[config.mk]
export PLATFORM = sky130hd
export DESIGN_NAME = multdiv_scheduler
export DESIGN_NICKNAME = d
export VERILOG_FILES = /design/src/rtl/multdiv_scheduler.sv
export SDC_FILE = /design/constraint.sdc
export NUM_CORES = 1
export LEC_CHECK = 0
export CAP_MARGIN = 30
export CORE_UTILIZATION = 34
export CTS_CLUSTER_SIZE = 20
export DETAILED_ROUTE_END_ITERATION = 16
export GPL_TIMING_DRIVEN = 0
export PLACE_DENSITY = 0.8
export SETUP_SLACK_MARGIN = 0.1
export SLEW_MARGIN = 20
export SYNTH_ARGS = -nofsm -noshare
export SYNTH_HDL_FRONTEND = slang
export SYNTH_SLANG_ARGS = --single-unit
[constraint.sdc]
create_clock -name clock -period 1.81 [get_ports clock]
set_input_delay 0.4525 -clock clock [delete_from_list [all_inputs] [get_ports clock]]
set_output_delay 0.4525 -clock clock [all_outputs]
set_load 0.1 [all_outputs]
[src/rtl/multdiv_scheduler.sv]
// multdiv_scheduler
//   Shares one multdiv unit between two requesters using round-robin
//   arbitration. The accepted operation's operands are latched and held on
//   the multdiv inputs; a one-cycle ctrl_MULT/ctrl_DIV pulse starts the unit.
//   The scheduler then waits for data_resultRDY and returns the result to the
//   requester that owns the operation. A watchdog forces completion with an
//   exception if the unit never answers.
//
//   Optional feature macro: MULTDIV_SCHED_DIV0_FAST_EN
//     When defined, a divide with B==0 completes directly from accept
//     (result=0, rem=0, exception=1) and the multdiv unit is never pulsed.
//
// Ports
//   clock, reset_n          clock (rising edge), async active-low reset
//   req_valid[1:0]          requester i has an operation pending
//   req_div[1:0]            per requester: 1=divide, 0=multiply
//   req_a0/req_b0           operands of requester 0
//   req_a1/req_b1           operands of requester 1
//   req_ready[1:0]          combinational grant (IDLE only)
//   rsp_valid[1:0]          one-cycle completion pulse per requester
//   rsp_result/rsp_rem      product or quotient / remainder (0 for multiply)
//   rsp_exception           overflow, divide-by-zero or timeout
//   busy                    high whenever not IDLE
//   md_operandA/B           held operands to the multdiv unit
//   md_ctrl_MULT/DIV        single-cycle start pulses
//   md_result/md_rem        multdiv result and remainder
//   md_exception            multdiv exception flag
//   md_resultRDY            multdiv result ready
module multdiv_scheduler #(
  parameter int unsigned TIMEOUT_CYCLES = 40,
  parameter int unsigned CNT_W          = 6
) (
  input  logic        clock,
  input  logic        reset_n,
  input  logic [1:0]  req_valid,
  input  logic [1:0]  req_div,
  input  logic [31:0] req_a0,
  input  logic [31:0] req_b0,
  input  logic [31:0] req_a1,
  input  logic [31:0] req_b1,
  output logic [1:0]  req_ready,
  output logic [1:0]  rsp_valid,
  output logic [31:0] rsp_result,
  output logic [31:0] rsp_rem,
  output logic        rsp_exception,
  output logic        busy,
  output logic [31:0] md_operandA,
  output logic [31:0] md_operandB,
  output logic        md_ctrl_MULT,
  output logic        md_ctrl_DIV,
  input  logic [31:0] md_result,
  input  logic [31:0] md_rem,
  input  logic        md_exception,
  input  logic        md_resultRDY
);

  typedef enum logic [1:0] {
    S_IDLE,
    S_ISSUE,
    S_WAIT,
    S_RESP
  } state_t;

  localparam logic [CNT_W-1:0] WDOG_LAST = CNT_W'(TIMEOUT_CYCLES - 1);

  state_t           state;
  logic             rr_last;
  logic             owner;
  logic             op_div;
  logic [CNT_W-1:0] wdog;

  logic [1:0]  grant;
  logic        accept;
  logic        acc_owner;
  logic        acc_div;
  logic [31:0] acc_a;
  logic [31:0] acc_b;

  // Sole valid requester wins; on a tie the one that did not win last time.
  always_comb begin
    grant = '0;
    unique case (req_valid)
      2'b01:   grant = 2'b01;
      2'b10:   grant = 2'b10;
      2'b11:   grant = rr_last ? 2'b01 : 2'b10;
      default: grant = '0;
    endcase
  end

  assign req_ready = (state == S_IDLE) ? grant : '0;
  assign accept    = |(req_valid & req_ready);
  assign acc_owner = grant[1];
  assign busy      = (state != S_IDLE);

  always_comb begin
    acc_div = acc_owner ? req_div[1] : req_div[0];
    acc_a   = acc_owner ? req_a1     : req_a0;
    acc_b   = acc_owner ? req_b1     : req_b0;
  end

  always_ff @(posedge clock or negedge reset_n) begin
    if (!reset_n) begin
      state         <= S_IDLE;
      rr_last       <= 1'b1;
      owner         <= 1'b0;
      op_div        <= 1'b0;
      wdog          <= '0;
      rsp_valid     <= '0;
      rsp_result    <= '0;
      rsp_rem       <= '0;
      rsp_exception <= 1'b0;
      md_operandA   <= '0;
      md_operandB   <= '0;
      md_ctrl_MULT  <= 1'b0;
      md_ctrl_DIV   <= 1'b0;
    end else begin
      md_ctrl_MULT <= 1'b0;
      md_ctrl_DIV  <= 1'b0;
      rsp_valid    <= '0;
      unique case (state)
        S_IDLE: begin
          if (accept) begin
            md_operandA <= acc_a;
            md_operandB <= acc_b;
            op_div      <= acc_div;
            owner       <= acc_owner;
            rr_last     <= acc_owner;
`ifdef MULTDIV_SCHED_DIV0_FAST_EN
            if (acc_div && (acc_b == '0)) begin
              rsp_result    <= '0;
              rsp_rem       <= '0;
              rsp_exception <= 1'b1;
              rsp_valid     <= acc_owner ? 2'b10 : 2'b01;
              state         <= S_RESP;
            end else begin
              md_ctrl_MULT <= ~acc_div;
              md_ctrl_DIV  <= acc_div;
              state        <= S_ISSUE;
            end
`else
            md_ctrl_MULT <= ~acc_div;
            md_ctrl_DIV  <= acc_div;
            state        <= S_ISSUE;
`endif
          end
        end
        // Start pulse is visible during this state; RDY is not sampled here.
        S_ISSUE: begin
          wdog  <= '0;
          state <= S_WAIT;
        end
        S_WAIT: begin
          if (md_resultRDY) begin
            rsp_result    <= md_result;
            rsp_rem       <= op_div ? md_rem : '0;
            rsp_exception <= md_exception;
            rsp_valid     <= owner ? 2'b10 : 2'b01;
            state         <= S_RESP;
          end else if (wdog == WDOG_LAST) begin
            rsp_result    <= '0;
            rsp_rem       <= '0;
            rsp_exception <= 1'b1;
            rsp_valid     <= owner ? 2'b10 : 2'b01;
            state         <= S_RESP;
          end else begin
            wdog <= wdog + 1'b1;
          end
        end
        S_RESP: begin
          state <= S_IDLE;
        end
        default: state <= S_IDLE;
      endcase
    end
  end

endmodule
Yosys cells after proc, flatten, opt, wreduce, memory -nomap -nowiden

Index checks and enable logic that the tools add are counted.

Bits in registers: 144
Input bits: 200
Output and inout bits: 136
Word-level logic and storage cells: 63

Add/subtract/negate cells: 1
Equality and inequality tests: 11
Mux-type cells: 27
Bitwise gates (word level): 2
Reduce and logical (&&, ||, !) cells: 9

Operators with widths:

| operator                                                        | number |
|---|---|
| 32-bit 2-to-1 mux                                               | 6 |
| 2-bit 2-to-1 mux                                                | 9 |
| 6-bit 2-to-1 mux                                                | 2 |
| 6-bit one-hot mux with 2 select lines                           | 1 |
| 2-bit == test, second input constant                            | 4 |
| 2-bit one-hot mux with 4 select lines                           | 1 |
| 1-bit 2-to-1 mux                                                | 7 |
| 6-bit by 1-bit adder with 6-bit output, second input constant   | 1 |
| 6-bit == test, second input constant                            | 1 |
| 2-bit != test, second input constant                            | 3 |
| 2-bit one-hot mux with 3 select lines                           | 1 |
| 2-bit AND reduction                                             | 3 |
| 2-bit nonzero test                                              | 3 |
| 2-bit by 1-bit == test with 1-bit output, second input constant | 2 |
| 3-bit != test, second input constant                            | 1 |
| 3-bit AND reduction                                             | 1 |
| 2-bit AND                                                       | 1 |
| 2-bit zero test                                                 | 1 |
| 2-bit OR reduction                                              | 1 |
| 1-bit NOT                                                       | 1 |

Depth between registers and ports, before layout

Depth in word-level cells: 7
Mapped depth: 8
Gate-level depth less buffers: 6

Worst setup path before layout

No wires, ideal clock.

Path kind: flip-flop to output port
From: register state[0]
To: output port req_ready[0]
Data arrival time: 1772 ps
Data required time: 1357 ps
Path slack: -415 ps
Stages on the path, launching flop included: 7
Buffers on the path: 2
Cell sequence: dfrtp_1 > inv_1 > ha_1 > o211ai_1 > buf_2 > clkbuf_1 > inv_1

Longest elaborated chain between the ends: 2

RTL lines:

| element                | line | text |
|---|---|---|
| start, declared        | 66   | `state_t state;` |
| start signal, assigned | 103  | `state <= S_IDLE;` |
| start signal, assigned | 143  | `state <= S_ISSUE;` |
| start signal, assigned | 150  | `state <= S_WAIT;` |
| 2-bit zero test        | 90   | `assign req_ready = (state == S_IDLE) ? grant : '0;` |
| 2-bit 2-to-1 mux       | 90   |  |
| end, declared          | 41   | `output logic [1:0] req_ready,` |

No other way between the ends.

Final worst setup path

From: register state[1]
To: output port req_ready[0]

The elaborated chain is that of the path after synthesis.

==> qor.csv <==
metric,value,unit
ios,336,
violations,setup timing,
cts_made_buffers,17,
synth.distinct_cells,37,
dp_hpwl,13.73,mm
setup_ws,-0.3493,ns
ys_ff_latch,144,
drv_cap,0,
crit_required,1.36,ns
max_freq,463.1,MHz
worstSetupPathType,reg2out,
synth_area,5657,µm²
crit_path_start_kind,flip-flop,
start_util,0.3523,
drt_iter0_markers,200,
die_y,131.0,µm
rsz0062_at_grt,yes,
syn_nets,710,
drtPass1Iterations,4,
reg2reg_from,wdog[3]$_DFFE_PN0P_,
synth_compound_area_frac,0.1916,
port_buffers,335,
path_max_fanout,4,
gr-total-overflow,0,
dieArea,17160,µm²
skew,0.008724,ns
cts.sinks,144,
seq_area_frac_synth,0.6372,
synth_xor_area_frac,0.003097,
post-route-period-util,1.193,
hp-class,reg2reg,
layout_common_cells,"clkdlybuf4s50_1 (196), dfrtp_1 (142), nor2_1 (137), buf_2 (111), a22o_1 (64)",
ff2ff_path_depth,6,
synthMuxAreaShare,0.005530,
hold_depth,1,
drive_above_1_share,0.2763,
syn_area_per_cell,11.18,µm²
drv_slew,0,
setup_viol,3,
wirelength,19.13,mm
cp.arrival,1.71,ns
cts_htree_levels,4,
min_period,2.159,ns
die_w,131.0,µm
nets,1085,
synthAdderAreaFrac,0.008848,
wire_per_inst,17.22,µm
grt_start_max_net_pins,98,
tns,-0.7995,ns
r2r-end,rsp_result[25]$_DFFE_PN0P_,
cts-root-buf,clkbuf_16,
ctsLongestPathBuffers,2,
final_common_cell,clkdlybuf4s50_1,
synthCells,506,
hold_viol_final,0,
synth_top_family_by_area,compound AO/OA/AOI/OAI gates,
grt_usage,0.2237,
grt_pass1_vias,5545,
core_area,16060,µm²
r2r_slack,0.15,ns
areaGrowthSynthToFinish,74.19,%
relSlewSlack,0.6529,
drc,0,
yosysWarnings,0,
cts_tree,done,
status,"finished, violations left",
yosys.area_share.simple,0.1126,
clk_latency,0.42,ns
cp-end-kind,primary output,
grt_pass1_wl,28.96,mm
place.gp.congestion,0.8592,
vias,5450,
antenna_left,0,
clk_pin_slew_worst_paths,0.06,ns
hold_start,owner$_DFFE_PN0P_,
worstMarginPinSlew,0.5243,ns
via_per_inst,4.905,
hold_end,rsp_valid[0]$_DFF_PN0_,
row_count,46,
antenna_found_initial,1,
-- cell type report --
| type | count | area [µm²] |
|---|---|---|
| fillers | 1349 | 6205 |
| flip-flops and latches | 144 | 3606 |
| repair buffers | 358 | 2990 |
| multi-input cells | 314 | 1917 |
| clock buffers | 18 | 439.2 |
| plain buffers | 36 | 396.6 |
| well taps | 216 | 270.3 |
| clock inverters | 14 | 178.9 |
| inverters | 10 | 52.55 |
| diodes | 1 | 2.502 |
-- worst max-delay path, cell delays in order (launching register included) --
cell,delay [ns]
dfrtp_1,0.38
inv_2,0.08
ha_4,0.16
o211ai_1,0.12
buf_4,0.18
clkbuf_16,0.14
clkinvlp_4,0.07
buf_12,0.16
-- Yosys cell counts --
cell,count,area share
ha_1,4,0.0088
o22a_1,1,0.0015
and3_1,1,0.0011
clkbuf_1,20,0.013
o211ai_1,1,0.0013
a21oi_1,5,0.0044
inv_2,1,0.00066
mux2_1,1,0.0020
xor2_1,1,0.0015
a211o_1,1,0.0015
buf_2,12,0.011
nand2b_1,1,0.0011
nor2_1,138,0.092
inv_1,9,0.0060
a22o_1,64,0.099
buf_6,5,0.010
a21o_1,1,0.0013
nand4_1,1,0.0011
buf_1,1,0.00066
o21ai_0,4,0.0035
dfstp_2,1,0.0046
nor3b_1,1,0.0013
a32oi_1,1,0.0015
nand4b_1,2,0.0031
a22oi_1,1,0.0013
o22ai_1,64,0.071
dfrtp_1,143,0.63
nor3_1,1,0.00088
nand3_1,1,0.00088
nor3b_4,1,0.0033
and2_1,2,0.0022
nand2_1,9,0.0060
a21boi_1,1,0.0013
xnor2_1,1,0.0015
a31oi_1,2,0.0022
mux2i_1,2,0.0035
a31o_2,1,0.0015
-- through the flow --
stage,setup WS [ns],instance area [µm²],hold slack (ns),util,instances
after floorplan,-0.05848,5719,0.1569,-,506
final,-0.3493,9853,0.4206,0.6136,1111
after global routing,-0.4150,9853,0.4449,0.6136,1111
after detailed placement,-1.451,9375,0.3862,0.5838,1058
after CTS,-0.3492,9618,0.4185,0.5990,1103
after global placement,-5.668,9343,0.4125,0.5818,1057
-- cells by family (layout without fill, tap and decap cells) --
family / after synthesis / count (layout)
AO/OA/AOI/OAI: 147 / 147
XOR/XNOR: 2 / 2
adder cells (fa/ha/maj): 4 / 4
buffers and inverters: 48 / 436
flip-flops: 144 / 144
multiplexers: 3 / 3
other: 0 / 1
AND/OR/NAND/NOR: 158 / 158
-- how the worst max path moves through the flow --
| stage | start | end | slack, ns |
|---|---|---|---|
| 6_report | state[1]$_DFFE_PN0P_ | req_ready[0] | -0.35 |
| 3_5_place_dp | req_valid[1] | req_ready[1] | -1.45 |
| 3_3_place_gp | reset_n | md_operandA[21]$_DFFE_PN0P_ | -5.67 |
| 4_1_cts | state[0]$_DFFE_PN0P_ | req_ready[0] | -0.35 |
| 5_1_grt | state[1]$_DFFE_PN0P_ | req_ready[0] | -0.42 |
| 2_1_floorplan | state[0]$_DFFE_PN0P_ | req_ready[0] | -0.06 |
-- sequential cells by signal (all words and copies together), names as in the netlist --
name,flops
md_operandA,32
state,2
md_operandB,32
rsp_valid,2
wdog,6
rsp_result,32
op_div,1
rsp_rem,32
rsp_exception,1
owner,1
md_ctrl_DIV,1
rr_last,1
md_ctrl_MULT,1
-- routing by layer --
metal,track usage,share of wire,up-vias
met3,0.05863,0.069,52
met5,0,0,-
met2,0.3629,0.49,223
met1,0.2722,0.41,2616
li1,-,-,2559
met4,0.1217,0.036,0
-- what timing repair did --
item,in CTS,in global routing
buffers inserted,13,7
gates resized for setup,735,67
hold buffers,1,0
pin swaps,2,6
endpoints found under the setup margin,258,142
hold endpoints to repair,47,0
cloned,0,3
Power is left out: the tool's default activity adds up to more than one toggle a clock period on the data nets, which glitch-free logic cannot reach.
